<file path="config.mk">
export PLATFORM = sky130hd
export DESIGN_NAME = imem_decode
export DESIGN_NICKNAME = d
export VERILOG_FILES = /design/src/rtl/rv32_pkg.sv /design/src/rtl/rv32i_field_decode.sv /design/src/rtl/imem_decode.sv
export SDC_FILE = /design/constraint.sdc
export NUM_CORES = 2
export LEC_CHECK = 0
export CAP_MARGIN = 0
export CORE_MARGIN = 1.5
export CORE_UTILIZATION = 45
export CTS_BUF_LIST = sky130_fd_sc_hd__clkbuf_4 sky130_fd_sc_hd__clkbuf_8 sky130_fd_sc_hd__clkbuf_16
export CTS_CLUSTER_SIZE = 30
export DETAILED_ROUTE_END_ITERATION = 10
export GPL_ROUTABILITY_DRIVEN = 0
export PLACE_DENSITY_LB_ADDON = 0.1
export SLEW_MARGIN = 40
export SYNTH_ARGS = -nofsm -noshare
export SYNTH_HDL_FRONTEND = slang
export SYNTH_SLANG_ARGS = --single-unit
</file>
<file path="constraint.sdc">
create_clock -name clk -period 7.3 [get_ports clk]
set_clock_uncertainty 0.05 [all_clocks]
set_input_delay 1.095 -clock clk [delete_from_list [all_inputs] [get_ports clk]]
set_output_delay 1.095 -clock clk [all_outputs]
set_load 0.03 [all_outputs]
</file>
<file path="src/rtl/rv32_pkg.sv">
// Shared RV32I constants for the fetch-side blocks: major opcodes, the
// canonical NOP word and the immediate-format classification helper.
package rv32_pkg;

  localparam logic [6:0] OP_LOAD   = 7'h03;
  localparam logic [6:0] OP_IMM    = 7'h13;
  localparam logic [6:0] OP_STORE  = 7'h23;
  localparam logic [6:0] OP_BRANCH = 7'h63;
  localparam logic [6:0] OP_JAL    = 7'h6F;
  localparam logic [6:0] OP_JALR   = 7'h67;
  localparam logic [6:0] OP_LUI    = 7'h37;
  localparam logic [6:0] OP_AUIPC  = 7'h17;
  localparam logic [6:0] OP_OP     = 7'h33;
  localparam logic [6:0] OP_SYSTEM = 7'h73;

  // addi x0,x0,0
  localparam logic [31:0] OP_NOP = 32'h0000_0013;

  typedef enum logic [2:0] {
    FMT_R,
    FMT_I,
    FMT_S,
    FMT_B,
    FMT_U,
    FMT_J
  } fmt_e;

  // Immediate layout implied by the major opcode; unknown opcodes carry no
  // immediate and are treated like R-type.
  function automatic fmt_e fmt_of(input logic [6:0] op);
    fmt_e f;
    case (op)
      OP_LOAD, OP_IMM, OP_JALR, OP_SYSTEM: f = FMT_I;
      OP_STORE:                            f = FMT_S;
      OP_BRANCH:                           f = FMT_B;
      OP_LUI, OP_AUIPC:                    f = FMT_U;
      OP_JAL:                              f = FMT_J;
      default:                             f = FMT_R;
    endcase
    return f;
  endfunction

endpackage

</file>
<file path="src/rtl/rv32i_field_decode.sv">
// Registered RV32I field splitter: one cycle after instr is presented the
// raw register/funct slices and the sign-extended immediate appear.
// Reset shows the decode of a NOP.
module rv32i_field_decode
  import rv32_pkg::*;
(
  input  logic        clk,
  input  logic        rst,
  input  logic [31:0] instr,
  output logic [6:0]  opcode,
  output logic [4:0]  rd,
  output logic [2:0]  fun3,
  output logic [4:0]  rs1,
  output logic [4:0]  rs2,
  output logic [6:0]  fun7,
  output logic [31:0] imm
);

  // Assemble the immediate for whichever format the opcode selects.
  function automatic logic signed [31:0] imm_gen(input logic [31:0] i);
    logic signed [31:0] r;
    case (fmt_of(i[6:0]))
      FMT_I:   r = {{20{i[31]}}, i[31:20]};
      FMT_S:   r = {{20{i[31]}}, i[31:25], i[11:7]};
      FMT_B:   r = {{19{i[31]}}, i[31], i[7], i[30:25], i[11:8], 1'b0};
      FMT_U:   r = {i[31:12], 12'b0};
      FMT_J:   r = {{11{i[31]}}, i[31], i[19:12], i[20], i[30:21], 1'b0};
      default: r = '0;
    endcase
    return r;
  endfunction

  logic [6:0]         opcode_p1;
  logic [4:0]         rd_p1;
  logic [2:0]         fun3_p1;
  logic [4:0]         rs1_p1;
  logic [4:0]         rs2_p1;
  logic [6:0]         fun7_p1;
  logic signed [31:0] imm_p1;

  // Stage p0 -> p1: capture slices and immediate every edge.
  always_ff @(posedge clk or posedge rst) begin
    if (rst) begin
      opcode_p1 <= OP_IMM;
      rd_p1     <= '0;
      fun3_p1   <= '0;
      rs1_p1    <= '0;
      rs2_p1    <= '0;
      fun7_p1   <= '0;
      imm_p1    <= '0;
    end else begin
      opcode_p1 <= instr[6:0];
      rd_p1     <= instr[11:7];
      fun3_p1   <= instr[14:12];
      rs1_p1    <= instr[19:15];
      rs2_p1    <= instr[24:20];
      fun7_p1   <= instr[31:25];
      imm_p1    <= imm_gen(instr);
    end
  end

  assign opcode = opcode_p1;
  assign rd     = rd_p1;
  assign fun3   = fun3_p1;
  assign rs1    = rs1_p1;
  assign rs2    = rs2_p1;
  assign fun7   = fun7_p1;
  assign imm    = imm_p1;

endmodule

</file>
<file path="src/rtl/imem_decode.sv">
// Fetch-stage instruction memory with a done flag plus a registered RV32I
// field decoder. Every word starts as a NOP and only the load port changes
// contents.
module imem_decode
  import rv32_pkg::*;
#(
  parameter int INS_SIZE  = 64,
  parameter     INIT_FILE = "imem.hex"
) (
  input  logic        clk,
  input  logic        rst,
  input  logic [31:0] adr,
  input  logic        load,
  input  logic [31:0] in,
  output logic [31:0] out,
  output logic        done,
  input  logic [31:0] instr,
  output logic [6:0]  opcode,
  output logic [4:0]  rd,
  output logic [2:0]  fun3,
  output logic [4:0]  rs1,
  output logic [4:0]  rs2,
  output logic [6:0]  fun7,
  output logic [31:0] imm
);

  localparam int          AW    = (INS_SIZE > 1) ? $clog2(INS_SIZE) : 1;
  localparam logic [31:0] DEPTH = INS_SIZE;

  logic [31:0] mem [INS_SIZE] = '{default: OP_NOP};

  logic [29:0]   idx;
  logic [AW-1:0] widx;
  logic          in_range;
  logic [31:0]   last_adr;

  assign idx      = adr[31:2];
  assign widx     = idx[AW-1:0];
  assign in_range = ({2'b00, idx} < DEPTH);

  // Byte offset is ignored and the file name is not used.
  logic unused_bits;
  assign unused_bits = ^{adr[1:0], INIT_FILE};

  // Memory write: out-of-range addresses never alias onto a real word.
  always_ff @(posedge clk) begin
    if (load && in_range) begin
      mem[widx] <= in;
    end
  end

  // Read port: registered data, done once the address has been stable for
  // one edge with no write in progress.
  always_ff @(posedge clk or posedge rst) begin
    if (rst) begin
      out      <= OP_NOP;
      done     <= 1'b0;
      last_adr <= '0;
    end else begin
      last_adr <= adr;
      done     <= (adr == last_adr) && !load;
      if (!in_range) begin
        out <= OP_NOP;
      end else if (load) begin
        out <= in;
      end else begin
        out <= mem[widx];
      end
    end
  end

  rv32i_field_decode u_dec (
    .clk    (clk),
    .rst    (rst),
    .instr  (instr),
    .opcode (opcode),
    .rd     (rd),
    .fun3   (fun3),
    .rs1    (rs1),
    .rs2    (rs2),
    .fun7   (fun7),
    .imm    (imm)
  );

endmodule

</file>
==> impl_metrics.ini <==
[status]
status = complete, no violations

[cts]
clkSinkCount = 2177
cts_tree = done
worstSkewPairLatency_ns = 0.88
postCtsResizedCells = 0
clkTransAtPathRegs_ns = 0.06
cts_max_level = 4
postCtsSetupBuffers = 0
cts_root_buffer = clkbuf_16
clockBufferDepth = 3
cts_buffers = 222
hold_buffers = 0

[floorplanning]
io-pin-count = 196
dieArea_sq_um = 188000
coreArea_sq_um = 183000
num_rows = 157
die_y_microns = 433
fp.dieW_microns = 433
initial_core_util = 0.454

[logic_synthesis]
synth_top_area_frac = 0.738
synth-simple-area-share = 0.0250
syn_inst = 4481
synth_top_family_by_area = multiplexers
synth_ff_type = edfxtp_1
synthMuxAreaShare = 0.0925
synth_edf_count = 2048
synth.distinct_cells = 89
synth_compound_area_frac = 0.0802
yosys.area.top_type = edfxtp_1
syn_area_per_cell_sq_um = 18.6
ys_seq_elements = 2177
ys_warn_count = 0
synth-seq-area-share = 0.777
synth_nets = 4580
async_flop_share = 0.0593
yosys.area_share.xor_xnor = 0.00347
synth_fa_ha_area_frac = 0
synth.area.top_cells = edfxtp_1 74%, mux4_2 3.9%, dfrtp_1 3.7%
syn-cell-area_sq_um = 83300

[power]
p_leak_nw = 32.4
ir_worst_vdd_v = 0.000188
p_sw_frac = 0.226
combPwrFrac = 0.063
power_frac_clock = 0.432
intPower_mw = 21.0
p_seq_frac = 0.505
p_switching_mw = 6.11
power_density_nw_per_um2 = 274
power.total_mw = 27.1

[sta]
finalCriticalPeriod_ns = 4.45
rsz0062_at_grt = false
hold_ws_ns = 0.451
max_freq_mhz = 225
worstMarginPinSlew_ns = 1.12
setup_viol = 0
slew_violations = 0
finalSetupTns_ns = 0
finalCritPeriodShare = 0.609
timing.slew.headroom = 0.249
hold_viol_final = 0

[global_route]
grt_max_degree = 81
grt.overflow.total = 0
grt_pass1_vias = 47100
antenna_found_initial = 26
grt_use_total = 0.333
grt_pass1_wl_microns = 421000

[layout]
final_layout_size_suffix_gt1_frac = 0.232
fin_util = 0.539
fin_area_sq_um = 99000
nets = 5004
syn_to_final_growth_pct = 18.7

[setup_path]
cp_max_fo = 22
crit_top_cell = buf_4
max_stage_delay_ns = 0.88
crit_arrival_ns = 4.95
crit_path_top_delay_cell = clkdlybuf4s50_1
cp-end-kind = flop
worstSetupStartpointType = primary input
startpoint = load
r2r_start = mem[40][0]
worstPathRequired_ns = 7.80
path_cells = clkdlybuf4s50_1, inv_1, nor3_4, buf_4, nand2_1, nor2_4, buf_4
critPathKind = primary input to flop

[placement]
hpwl_microns = 205000
port_buffers = 195
place_area_sq_um = 91400

[detailed_routing]
wl_per_cell_microns = 41.4
drc = 0
viasPerCell = 6.59
vias = 49900
first_iter_violations = 8637
routed_wl_microns = 314000
dr.pass1.iters = 6
ant_nets = 0

[worst_hold_path]
hold_start = in[14]
hold_class = primary input to flop

[flow_run]
max-cap-violations = 0
[Yosys cell counts, drive strengths merged, types with 13 or more instances]
cell     number
edfxtp     2048
o22ai       253
mux2i       248
buf         201
mux2        174
nor2        159
mux4        145
nand2       134
dfrtp       123
a21oi       119
o221ai      117
o21ai       110
clkbuf       98
a22oi        68
a221oi       57
o22a         28
xnor2        28
a211oi       23
a21o         22
nor3         21
nand3        20
nor4         17
a22o         16
inv          16
a2bb2oi      15
nor2b        14
a222oi       13
o31ai        13
[power groups by stage]
stage	sequential, mW	combinational (mW)	clock [mW]
after detailed placement	13.9	1.65	0
after CTS	13.7	1.66	11.8
after global placement	13.9	1.64	0
final	13.7	1.70	11.7
after floorplan	14.0	0.646	0
after global routing	13.7	1.71	12.2
[critical path, delay by kind of cell]
family                 cells  cell delay [ns]
AND/OR/NAND/NOR            3             1.69
buffers and inverters      4             2.08
[cell type report]
cell class | instances | area [sq um]
Antenna cell | 14 | 35.0
Clock buffer | 299 | 6350
Clock inverter | 115 | 1120
Fill cell | 14400 | 84500
Inverter | 16 | 73.8
Multi-Input combinational cell | 1989 | 17500
Sequential cell | 2177 | 64700
Tap cell | 2464 | 3080
Timing Repair Buffer | 499 | 6020
[registers in the layout, indices dropped and copies added (netlist names)]
register      cells
done              1
last_adr         32
mem            2048
out              32
u_dec.fun3        3
u_dec.fun7        7
u_dec.imm        32
u_dec.opcode      7
u_dec.rd          5
u_dec.rs1         5
u_dec.rs2         5
[layout by cell type, fill, tap and decap left out, types with 17 or more instances in the layout]
master and count:
mux2_2 173, clkbuf_16 231, nor2_1 91, o221ai_1 115, nor3_1 17, buf_16 65
o22a_1 28, nand3_1 19, nor4_1 17, nand2_1 129, clkinv_2 45, nor2_4 64
o22ai_1 250, a21o_1 22, edfxtp_1 2048, bufinv_16 22, clkdlybuf4s50_1 157, mux4_2 145
dfrtp_1 123, clkinv_1 40, a221oi_1 54, clkbuf_4 61, buf_8 48, buf_4 186
a21oi_1 111, a211oi_1 20, mux2i_1 246, a22oi_1 68, o21ai_0 96, xnor2_1 28
[cell families after synthesis]
| logic type | Yosys count |
|---|---|
| AO/OA/AOI/OAI | 943 |
| XOR/XNOR | 33 |
| buffers and inverters | 315 |
| flip-flops | 2177 |
| multiplexers | 567 |
| AND/OR/NAND/NOR | 446 |
[per-layer routing]
layer,track usage,part of all wire,up-vias
li1,-,-,19400
met1,0.460,0.38,26200
met2,0.491,0.44,3650
met3,0.0836,0.12,687
met4,0.170,0.058,4
met5,0,0.000086,-
[worst paths after layout]
| path | cells after the start | slack, ns | end |
|---|---|---|---|
| max in group asynchronous | 3 | 5.43 | out[30] |
| setup / recovery | 7 | 2.85 | mem[42][21] |
| setup reg to reg | 5 | 4.20 | out[0] |
| hold / removal | 1 | 0.45 | mem[10][14] |
| min in group asynchronous | 2 | 0.68 | u_dec.imm[2] |
| hold reg to reg | 3 | 0.52 | done |
[through the flow]
| stage | instances | setup slack (ns) |
|---|---|---|
| after floorplan | 4481 | 2.72 |
| after global placement | 7023 | 1.52 |
| after detailed placement | 7142 | 2.05 |
| after CTS | 7556 | 2.96 |
| after global routing | 7559 | 2.74 |
| final | 7573 | 2.85 |
No activity file was read; power rests on OpenSTA's default activity.
